[config.mk]
export PLATFORM = sky130hd
export DESIGN_NAME = ddc_edid_responder_flat
export DESIGN_NICKNAME = d
export VERILOG_FILES = /design/src/rtl/ddc_edid_responder_if.sv /design/src/rtl/ddc_edid_responder.sv /design/src/flat_wrapper.sv
export SDC_FILE = /design/constraint.sdc
export NUM_CORES = 1
export LEC_CHECK = 0
export BUFFER_PORTS_ARGS = -buffer_cell sky130_fd_sc_hd__buf_2
export CAP_MARGIN = 20
export CELL_PAD_IN_SITES_DETAIL_PLACEMENT = 0
export CELL_PAD_IN_SITES_GLOBAL_PLACEMENT = 1
export CORE_ASPECT_RATIO = 1.75
export CORE_MARGIN = 5
export CORE_UTILIZATION = 47
export CTS_CLUSTER_SIZE = 16
export DETAILED_ROUTE_END_ITERATION = 12
export HOLD_SLACK_MARGIN = 0.12
export PLACE_DENSITY_LB_ADDON = 0.1
export SETUP_SLACK_MARGIN = 0.05
export SYNTH_ARGS = -nofsm -noshare
export SYNTH_HDL_FRONTEND = slang
export SYNTH_SLANG_ARGS = --single-unit
[constraint.sdc]
create_clock -name system_clock -period 3.15 [get_ports system_clock]
set_clock_uncertainty 0.2 [all_clocks]
set_input_delay 0.1575 -clock system_clock [delete_from_list [all_inputs] [get_ports system_clock]]
set_output_delay 0.1575 -clock system_clock [all_outputs]
set_load 0.005 [all_outputs]
[src/rtl/ddc_edid_responder_if.sv]
// DDC/EDID target bus bundle: open-drain SCL/SDA pair, EDID ROM read port and status.
interface ddc_edid_responder_if;
  logic       scl_input;
  logic       scl_output;
  logic       sda_input;
  logic       sda_output;
  logic [7:0] rom_address;
  logic [7:0] rom_data;
  logic       active;
  logic       byte_read;

  modport master (
    output scl_input, sda_input, rom_data,
    input  scl_output, sda_output, rom_address, active, byte_read
  );

  modport slave (
    input  scl_input, sda_input, rom_data,
    output scl_output, sda_output, rom_address, active, byte_read
  );
endinterface

[src/rtl/ddc_edid_responder.sv]
// I2C/DDC target serving a 256-byte EDID image from an external synchronous ROM.
// Inputs are synchronized and glitch-filtered; SDA only changes after a filtered SCL fall.
module ddc_edid_responder #(
  parameter logic [6:0]  DEVICE_ADDRESS = 7'h50,
  parameter int unsigned FILTER_LENGTH  = 4
) (
  input logic                 system_clock,
  input logic                 system_reset,
  ddc_edid_responder_if.slave bus
);

  localparam int unsigned      CNT_W    = (FILTER_LENGTH > 1) ? $clog2(FILTER_LENGTH) : 1;
  localparam logic [CNT_W-1:0] CNT_LAST = CNT_W'(FILTER_LENGTH - 1);
  localparam logic [CNT_W-1:0] CNT_ONE  = CNT_W'(1);

  typedef enum logic [3:0] {
    S_IDLE,
    S_ADDRESS,
    S_ADDR_ACK,
    S_OFFSET,
    S_OFFSET_ACK,
    S_WRITE_EXTRA,
    S_READ_DATA,
    S_READ_ACK,
    S_IGNORE
  } state_t;

  // Index 0 carries SCL, index 1 carries SDA.
  logic [1:0]       meta;
  logic [1:0]       sync;
  logic [1:0]       filt;
  logic [1:0]       filt_q;
  logic [CNT_W-1:0] cnt [2];

  state_t     state;
  logic [7:0] shreg;
  logic [3:0] bitcnt;
  logic       rw;
  logic       ack_on;
  logic       acked;
  logic [7:0] pointer;
  logic       sda_drive;
  logic       active_q;
  logic       byte_read_q;

  logic scl_f;
  logic sda_f;
  logic scl_rise;
  logic scl_fall;
  logic start_c;
  logic stop_c;

  // Synchronizer plus run-length filter; everything presets to the idle-bus level.
  always_ff @(posedge system_clock or posedge system_reset) begin
    if (system_reset) begin
      meta   <= 2'b11;
      sync   <= 2'b11;
      filt   <= 2'b11;
      filt_q <= 2'b11;
      for (int i = 0; i < 2; i++) cnt[i] <= '0;
    end else begin
      meta   <= {bus.sda_input, bus.scl_input};
      sync   <= meta;
      filt_q <= filt;
      for (int i = 0; i < 2; i++) begin
        if (sync[i] == filt[i]) begin
          cnt[i] <= '0;
        end else if (cnt[i] == CNT_LAST) begin
          filt[i] <= sync[i];
          cnt[i]  <= '0;
        end else begin
          cnt[i] <= cnt[i] + CNT_ONE;
        end
      end
    end
  end

  assign scl_f    = filt[0];
  assign sda_f    = filt[1];
  assign scl_rise = filt[0] & ~filt_q[0];
  assign scl_fall = ~filt[0] & filt_q[0];
  assign start_c  = filt[0] & filt_q[0] & filt_q[1] & ~filt[1];
  assign stop_c   = filt[0] & filt_q[0] & ~filt_q[1] & filt[1];

  // Protocol FSM; START/STOP override every state.
  always_ff @(posedge system_clock or posedge system_reset) begin
    if (system_reset) begin
      state       <= S_IDLE;
      shreg       <= '0;
      bitcnt      <= '0;
      rw          <= 1'b0;
      ack_on      <= 1'b0;
      acked       <= 1'b0;
      pointer     <= '0;
      sda_drive   <= 1'b1;
      active_q    <= 1'b0;
      byte_read_q <= 1'b0;
    end else begin
      byte_read_q <= 1'b0;
      if (stop_c) begin
        state     <= S_IDLE;
        sda_drive <= 1'b1;
        active_q  <= 1'b0;
      end else if (start_c) begin
        state     <= S_ADDRESS;
        bitcnt    <= '0;
        sda_drive <= 1'b1;
        active_q  <= 1'b0;
      end else begin
        case (state)
          S_IDLE: ;

          S_ADDRESS: begin
            if (scl_rise) begin
              shreg <= {shreg[6:0], sda_f};
              if (bitcnt == 4'd7) begin
                bitcnt <= '0;
                if (shreg[6:0] == DEVICE_ADDRESS) begin
                  state    <= S_ADDR_ACK;
                  rw       <= sda_f;
                  ack_on   <= 1'b0;
                  active_q <= 1'b1;
                end else begin
                  state <= S_IGNORE;
                end
              end else begin
                bitcnt <= bitcnt + 4'd1;
              end
            end
          end

          // First fall after the byte starts the ACK, the next fall ends it.
          S_ADDR_ACK, S_OFFSET_ACK: begin
            if (scl_fall) begin
              if (!ack_on) begin
                ack_on    <= 1'b1;
                sda_drive <= 1'b0;
              end else begin
                ack_on <= 1'b0;
                if (state == S_OFFSET_ACK) begin
                  sda_drive <= 1'b1;
                  state     <= S_WRITE_EXTRA;
                end else if (!rw) begin
                  sda_drive <= 1'b1;
                  bitcnt    <= '0;
                  state     <= S_OFFSET;
                end else begin
                  sda_drive <= bus.rom_data[7];
                  shreg     <= {bus.rom_data[6:0], 1'b0};
                  bitcnt    <= 4'd1;
                  state     <= S_READ_DATA;
                end
              end
            end
          end

          S_OFFSET: begin
            if (scl_rise) begin
              shreg <= {shreg[6:0], sda_f};
              if (bitcnt == 4'd7) begin
                bitcnt  <= '0;
                pointer <= {shreg[6:0], sda_f};
                ack_on  <= 1'b0;
                state   <= S_OFFSET_ACK;
              end else begin
                bitcnt <= bitcnt + 4'd1;
              end
            end
          end

          // Extra write bytes are clocked past with SDA released, which NACKs them.
          S_WRITE_EXTRA: ;

          S_READ_DATA: begin
            if (scl_fall) begin
              if (bitcnt == 4'd8) begin
                sda_drive   <= 1'b1;
                byte_read_q <= 1'b1;
                acked       <= 1'b0;
                state       <= S_READ_ACK;
              end else begin
                sda_drive <= shreg[7];
                shreg     <= {shreg[6:0], 1'b0};
                bitcnt    <= bitcnt + 4'd1;
              end
            end
          end

          // rom_address moves on the ACK rise, leaving half an SCL period for the ROM.
          S_READ_ACK: begin
            if (scl_rise) begin
              if (!sda_f) begin
                acked   <= 1'b1;
                pointer <= pointer + 8'd1;
              end else begin
                active_q <= 1'b0;
                state    <= S_IGNORE;
              end
            end else if (scl_fall && acked) begin
              acked     <= 1'b0;
              sda_drive <= bus.rom_data[7];
              shreg     <= {bus.rom_data[6:0], 1'b0};
              bitcnt    <= 4'd1;
              state     <= S_READ_DATA;
            end
          end

          S_IGNORE: sda_drive <= 1'b1;

          default: begin
            state     <= S_IDLE;
            sda_drive <= 1'b1;
          end
        endcase
      end
    end
  end

  assign bus.scl_output  = 1'b1;
  assign bus.sda_output  = sda_drive;
  assign bus.rom_address = pointer;
  assign bus.active      = active_q;
  assign bus.byte_read   = byte_read_q;

  logic unused_scl_f;
  assign unused_scl_f = scl_f;

endmodule
[src/flat_wrapper.sv]
// flat-port wrapper written by rule: the top's interface ports become plain ports
module ddc_edid_responder_flat 
#(
  parameter logic [6:0]  DEVICE_ADDRESS = 7'h50,
  parameter int unsigned FILTER_LENGTH  = 4
)
  (system_clock, system_reset, bus_scl_input, bus_sda_input, bus_rom_data, bus_scl_output, bus_sda_output, bus_rom_address, bus_active, bus_byte_read);
  ddc_edid_responder_if bus_i ();
  input logic system_clock;
  input logic system_reset;
  input wire logic [$bits(bus_i.scl_input)-1:0] bus_scl_input;
  input wire logic [$bits(bus_i.sda_input)-1:0] bus_sda_input;
  input wire logic [$bits(bus_i.rom_data)-1:0] bus_rom_data;
  output wire logic [$bits(bus_i.scl_output)-1:0] bus_scl_output;
  output wire logic [$bits(bus_i.sda_output)-1:0] bus_sda_output;
  output wire logic [$bits(bus_i.rom_address)-1:0] bus_rom_address;
  output wire logic [$bits(bus_i.active)-1:0] bus_active;
  output wire logic [$bits(bus_i.byte_read)-1:0] bus_byte_read;
  assign bus_i.scl_input = bus_scl_input;
  assign bus_i.sda_input = bus_sda_input;
  assign bus_i.rom_data = bus_rom_data;
  assign bus_scl_output = bus_i.scl_output;
  assign bus_sda_output = bus_i.sda_output;
  assign bus_rom_address = bus_i.rom_address;
  assign bus_active = bus_i.active;
  assign bus_byte_read = bus_i.byte_read;
  ddc_edid_responder #(.DEVICE_ADDRESS(DEVICE_ADDRESS), .FILTER_LENGTH(FILTER_LENGTH)) u_core (.system_clock(system_clock), .system_reset(system_reset), .bus(bus_i));
endmodule
==> summary.md, run 1 <==
| Metric | Value |
|---|---|
| Worst slew margin | `0.607` |
| Syn Nets | `275` |
| Die extent in x | `66.5 um` |
| P&R area growth vs syn | `12.7%` |
| Slowest stage delay, CP | `0.71 ns` |
| Crit end category | `register` |
| Mux share of post-synthesis cell area | `0.122` |
| CTS Sinks | `42` |
| Fin area | `0.00296 mm^2` |
| Adder-cell area share of the yosys netlist | `0.0238` |
| Simple-Gate Fraction of Synth Area | `0.187` |
| Worst r2r src | `u_core.state[0]` |
| Crit-path leading delay family | `compound AO/OA/AOI/OAI gates` |
| CP startpoint | `u_core.state[0]` |
| Worst Path Arrival | `2.67 ns` |
| Number of max-slew violations in the final report | `0` |
| CTS H-tree depth | `2` |
| Critical Path, Cell by Cell | `nand3b_2 -> o311ai_4 -> a211oi_4 -> o211a_1 -> mux2_4` |
| CP Max Fanout | `21` |
| Max rail drop VDD | `0.389 mV` |
| Total power | `1.84 mW` |
| Main flop type after synthesis | `dfrtp_1` |
| Leading cell type in the layout, fill and taps excluded | `dfrtp_1` |
| Placer Congestion | `0.883` |
| CP Class | `register to register` |
| Initial antenna violation count | `0` |
| Worst skew pair latency | `0.30 ns` |
| CTS Buf Count | `5` |
| Clock transition at path regs | `0.09 ns` |
| Critical Path RT | `3.14 ns` |
| Synthesized area | `0.00263 mm^2` |
| # diodes | `0` |
| DP Cell Count | `346` |
| Status | `finished, final reports clean` |
| CP bufs+invs | `0` |
| P_int | `1.18 mW` |
| Syn Inst Count | `258` |
| Max-Cap Viols | `0` |
| Sequential area share after synthesis | `0.404` |
| Fin. Hold Viols | `0` |
| Starting Density | `0.479` |
| Iteration-0 DRC Markers | `163` |
| Largest family of logic cells by synthesized area | `compound AO/OA/AOI/OAI gates` |
| Leak | `1.33 nW` |
| Max Fclk | `372 MHz` |
| Final setup viols | `0` |
| Switch share | `0.359` |
| Residual DRC | `0` |
| Row count | `36` |
| Critical path's slowest cell | `dfrtp_1` |
| R2R Setup Slk | `0.46 ns` |
| Asr flop ratio synth | `1.00` |
| Largest net degree at the start of global routing | `32` |
| Die area | `0.00725 mm^2` |
| Pwr Density | `620 mW/mm^2` |
| Slew @ Worst Pin | `0.589 ns` |
| Post-Synth XOR/XNOR Area | `0.0167` |
| Num ports | `24` |
| # nets final | `304` |
| Compound-cell area share of the yosys netlist | `0.191` |
| Post-route insts no fill | `364` |
| Number of global-route vias before repair | `1,994` |
| Combinational share of power | `0.345` |
| Setup_tns | `0 ns` |
| Commonest cells after routing, fill and taps aside | `dfrtp_1 (33), nand2_1 (22), buf_2 (22), o21ai_0 (17), nor2_1 (16)` |
| Via count | `2,047` |
| CTS resizes | `0` |
| Clock power share | `0.200` |
| Routed WL | `6.45 mm` |
| Ys Warns | `0` |
| Antenna Nets Post-Route | `0` |
| Drt pass-1 iters | `5` |
| All-Layer GR Usage | `0.193` |
| Core area | `0.00550 mm^2` |
| Post-synth EDFFs | `0` |
| Vias per inst | `5.62` |
| Post-Syn Area per Cell | `10.2 um^2` |
| Clk root buf | `clkbuf_8` |
| Library cells used by synthesis | `61` |
| Switch Pwr | `0.660 mW` |
| Yosys reg bits | `42` |
| Startpoint Class | `register` |
| IO Port Bufs | `22` |
| Post-layout minimum cycle time | `2.69 ns` |
| Die Span Y | `109 um` |
| Seq pwr share | `0.455` |
| Dpl hpwl | `4.89 mm` |
| Grt total ovfl | `0` |
| CTS tree | `done` |
| Wire per inst | `17.7 um` |
| Longest Clk Path Bufs | `2` |
| Final Cycle Share | `0.854` |
| Placed inst area | `0.00277 mm^2` |
| Hold Crit Class | `input port to async pin` |
| First-pass GRT wire length | `10.3 mm` |
| Layout cell share with drive strength beyond 1 | `0.278` |
| RSZ-0062 raised after global routing | `no` |
## registers in the layout (all words and copies together) (netlist names), 4 cells and up
| name | count |
|---|---|
| u_core.bus.rom_address | 8 |
| u_core.shreg | 8 |
| u_core.bitcnt | 4 |
| u_core.cnt | 4 |
| u_core.state | 4 |
## area by class of cell
type / instances / area [um^2]
sequential: 42 / 1060
fill: 530 / 2530
inverter: 10 / 37.5
clock buffer: 6 / 82.6
tap: 76 / 95.1
clock inverter: 2 / 12.5
timing repair buffer: 37 / 248
multi-input combinational: 191 / 1430
## repair_timing
action / 4_1_cts / 5_1_grt
buffers inserted: 0 / 0
hold buffers: 10 / 0
hold endpoints to repair: 48 / 0
endpoints found under the setup margin: 0 / 0
## kinds of logic (layout without fill, tap and decap cells)
group | after synthesis | count (layout)
other | 1 | 1
DFF | 42 | 42
and+or+nand+nor | 88 | 88
buffers and inverters | 25 | 55
muxes | 26 | 26
xor gates and xnor gates | 5 | 5
adders and majority gates | 5 | 5
AOI/OAI and AO/OA | 66 | 66
## path summary, 6_finish.rpt
path / depth (start not counted) / end
worst max-delay path: 5 / u_core.shreg[1]
worst min-delay path: 3 / u_core.bitcnt[3]
worst max register to register: 5 / u_core.shreg[1]
worst min register to register: 0 / u_core.sync[1]
max in group asynchronous: 4 / u_core.meta[1]
min in group system_clock: 0 / u_core.sync[1]
## cells in the mapped netlist (all sizes together) (3+ instances only)
cell type | number | share of area
a31oi | 3 | 0.0071
o21ai | 18 | 0.036
nor2b | 4 | 0.0095
a221oi | 4 | 0.016
nand3 | 9 | 0.017
nor3 | 6 | 0.011
a21boi | 3 | 0.0086
mux2i | 5 | 0.019
clkbuf | 4 | 0.0057
o211ai | 3 | 0.0086
inv | 10 | 0.014
a21oi | 12 | 0.024
dfrtp | 33 | 0.31
ha | 5 | 0.024
o31ai | 3 | 0.0086
nand2 | 22 | 0.031
nor2 | 16 | 0.023
nand2b | 7 | 0.020
xor2 | 3 | 0.010
o22a | 5 | 0.017
dfstp | 9 | 0.090
a211oi | 3 | 0.018
buf | 11 | 0.034
nand3b | 3 | 0.011
and2b | 3 | 0.010
mux2 | 21 | 0.10
## power groups by stage
stage	registers (mW)	logic [mW]	clock network, mW
2_1_floorplan	0.735	0.603	0
3_3_place_gp	0.845	0.630	0
3_5_place_dp	0.847	0.625	0
4_1_cts	0.836	0.638	0.386
5_1_grt	0.859	0.684	0.408
6_report	0.837	0.634	0.368
## worst min-delay path: cells and delay by family
kind	cells	cell delay, ns
buf+inv	3	0.87
## metal layers
layer  vias to the layer above  track usage  routed length [um]
li1                        990            -                   -
met1                       998        0.211                2430
met2                        45        0.340                3600
met3                        14       0.0351                 149
met4                         0        0.113                 256
met5                         -            0                   0
## per-stage QoR
step	setup WS (ns)	util	hold WS [ns]
6_report	0.461	0.539	0.130
5_1_grt	0.346	0.539	0.165
4_1_cts	0.473	0.539	0.132
3_5_place_dp	0.490	0.504	-0.0832
3_3_place_gp	0.499	0.504	-0.0886
2_1_floorplan	0.939	-	-0.0380
Power figures use the tool's default switching activity.
==> run 2: changes to the inputs <==
--- a/config.mk
+++ b/config.mk
@@ -16,7 +16,9 @@
 export DETAILED_ROUTE_END_ITERATION = 12
 export HOLD_SLACK_MARGIN = 0.12
 export PLACE_DENSITY_LB_ADDON = 0.1
+export RECOVER_POWER = 50
 export SETUP_SLACK_MARGIN = 0.05
+export SLEW_MARGIN = 25
 export SYNTH_ARGS = -nofsm -noshare
 export SYNTH_HDL_FRONTEND = slang
 export SYNTH_SLANG_ARGS = --single-unit
==> summary.md, run 2 (synthesis gave the netlist of run 1 again) <==
| Metric | Value |
|---|---|
| R2R Setup Slk | `0.46 ns (about the same)` |
| Core area | `0.00550 mm^2 (unchanged)` |
| Worst r2r src | `u_core.state[0]` |
| # diodes | `0 (unchanged)` |
| Vias per inst | `5.62 (unchanged)` |
| FF-to-FF End | `u_core.shreg[1]` |
| Longest Clk Path Bufs | `2 (unchanged)` |
| IO Port Bufs | `22 (unchanged)` |
| Critical Path RT | `3.14 ns (about the same)` |
| CP Max Fanout | `21 (unchanged)` |
| Final setup viols | `0 (unchanged)` |
| Residual DRC | `0 (unchanged)` |
| Final Cycle Share | `0.854 (about the same)` |
| Pwr Density | `621 mW/mm^2 (+0.12%)` |
| Wire per inst | `17.6 um (-0.39%)` |
| Largest net degree at the start of global routing | `32 (unchanged)` |
| Status | `finished, violations left` |
| CTS tree | `done` |
| First-pass GRT wire length | `10.3 mm (unchanged)` |
| Starting Density | `0.479 (unchanged)` |
| Leading cell type in the layout, fill and taps excluded | `dfrtp_1` |
| All-Layer GR Usage | `0.193 (unchanged)` |
| CTS Buf Count | `5 (unchanged)` |
| Clk root buf | `clkbuf_8` |
| Die Span Y | `109 um (unchanged)` |
| Die extent in x | `66.5 um (unchanged)` |
| Slew @ Worst Pin | `1.67 ns (+1.08 ns)` |
| Post-CTS setup buffers | `0 (unchanged)` |
| Reg2Reg Depth | `5 (unchanged)` |
| Clock transition at path regs | `0.09 ns (about the same)` |
| Combinational share of power | `0.345 (about the same)` |
| Hold Crit Class | `input port to async pin` |
| Die area | `0.00725 mm^2 (unchanged)` |
| Antenna Nets Post-Route | `0 (unchanged)` |
| Switch share | `0.360 (+0.000985)` |
| Routed WL | `6.42 mm (-0.39%)` |
| Row count | `36 (unchanged)` |
| Commonest cells after routing, fill and taps aside | `dfrtp_1 (33), nand2_1 (22), o21ai_0 (17), nor2_1 (16), buf_2 (16)` |
| Max Fclk | `372 MHz (about the same)` |
| Violated checks | `max-capacitance violations, max-slew violations` |
| Via count | `2,047 (unchanged)` |
| Number of max-slew violations in the final report | `32 (+32)` |
| CTS H-tree depth | `2 (unchanged)` |
| Fin. Hold Viols | `0 (unchanged)` |
| Setup_tns | `0 ns (unchanged)` |
| Post-layout minimum cycle time | `2.69 ns (+0.00196 ns)` |
| Worst setup margin | `0.459 ns (-0.00196 ns)` |
| Drt pass-1 iters | `5 (unchanged)` |
| Grt total ovfl | `0 (unchanged)` |
| Max-Cap Viols | `1 (+1)` |
| Layout cell share with drive strength beyond 1 | `0.247 (-0.0313)` |
| CTS resizes | `0 (unchanged)` |
| Clock power share | `0.201 (about the same)` |
| Layout Utilization | `0.537 (-0.00205)` |
| CP Class | `register to register` |
| Placer Congestion | `0.883 (unchanged)` |
| Max rail drop VDD | `0.390 mV (+0.15%)` |
| Crit end category | `register` |
| DP Cell Count | `346 (unchanged)` |
| Filler Cell Count | `538 (+1.5%)` |
| Worst Path Arrival | `2.68 ns (about the same)` |
| Total power | `1.83 mW (-0.26%)` |
| # nets final | `304 (unchanged)` |
| Pre-CTS WS | `0.490 ns (unchanged)` |
| Worst skew pair latency | `0.30 ns (about the same)` |
| Switch Pwr | `0.660 mW (about the same)` |
| Seq pwr share | `0.454 (about the same)` |
| P&R area growth vs syn | `12.3%` |
| Iteration-0 DRC Markers | `164 (+0.61%)` |
| Post-route insts no fill | `364 (unchanged)` |
| Num ports | `24 (unchanged)` |
| Dpl hpwl | `4.89 mm (unchanged)` |
| Startpoint Class | `register` |
| Leak | `1.30 nW (-2.1%)` |
| Number of global-route vias before repair | `1,994 (unchanged)` |
| Worst slew margin | `-0.113 (-0.720)` |
| CTS Sinks | `42 (unchanged)` |
| RSZ-0062 raised after global routing | `no` |
| Initial antenna violation count | `0 (unchanged)` |
| P_int | `1.17 mW (-0.41%)` |
==> run 2: cell count changes in the layout (fill, tap and decap cells not counted), sizes merged <==
cell	change
buf	-7
clkbuf	+7
==> run 2: timing repair <==
action	in CTS	in global routing
setup endpoints to repair	0	0
hold buffers	10	0
endpoints found under the hold margin	48	0
==> run 2: how the worst max path moves through the flow <==
stage	startpoint	end	slack (ns)	cells after the start
2_1_floorplan	u_core.filt_q[0]	u_core.shreg[0]	0.94	7
3_3_place_gp	u_core.state[0]	u_core.shreg[1]	0.50	5
3_5_place_dp	u_core.state[0]	u_core.shreg[6]	0.49	5
4_1_cts	u_core.state[0]	u_core.shreg[6]	0.47	5
5_1_grt	system_reset	u_core.state[1]	0.26	4
6_report	u_core.state[0]	u_core.shreg[1]	0.46	5
==> run 2: layer usage <==
layer / track usage / part of all wire / vias to the layer above
li1: - / - / 990
met5: 0 / 0 / -
met1: 0.211 / 0.38 / 995
met3: 0.0351 / 0.023 / 18
met4: 0.113 / 0.048 / 0
met2: 0.340 / 0.55 / 44
==> run 2: layout make-up <==
class | instances | area (um^2) | share of cell area
clock inverter | 2 | 12.5 | 0.00424
clock buffer | 6 | 82.6 | 0.0280
inverter | 10 | 37.5 | 0.0127
timing repair buffer | 37 | 236 | 0.0801
multi-input combinational | 191 | 1430 | 0.483
sequential | 42 | 1060 | 0.360
tap | 76 | 95.1 | 0.0322
==> run 2: critical path, cell delays in order (launching register included) <==
cell      delay (ns)
dfrtp_1         0.71
nand3b_2        0.29
o311ai_4        0.11
a211oi_4        0.42
o211a_1         0.50
mux2_4          0.34
==> run 2: stage by stage <==
stage	cell area [um^2]	hold slack, ns
after detailed placement	2770	-0.0832
after CTS	2960	0.132
after global routing	2950	0.165
after floorplan	2630	-0.0380
after global placement	2770	-0.0886
final	2950	0.128
==> run 2: power by group through the flow <==
| stage | clock network, mW | registers (mW) | logic (mW) |
|---|---|---|---|
| 2_1_floorplan | 0 | 0.735 | 0.603 |
| 3_3_place_gp | 0 | 0.845 | 0.630 |
| 3_5_place_dp | 0 | 0.847 | 0.625 |
| 5_1_grt | 0.408 | 0.855 | 0.684 |
| 4_1_cts | 0.386 | 0.836 | 0.638 |
| 6_report | 0.368 | 0.833 | 0.633 |
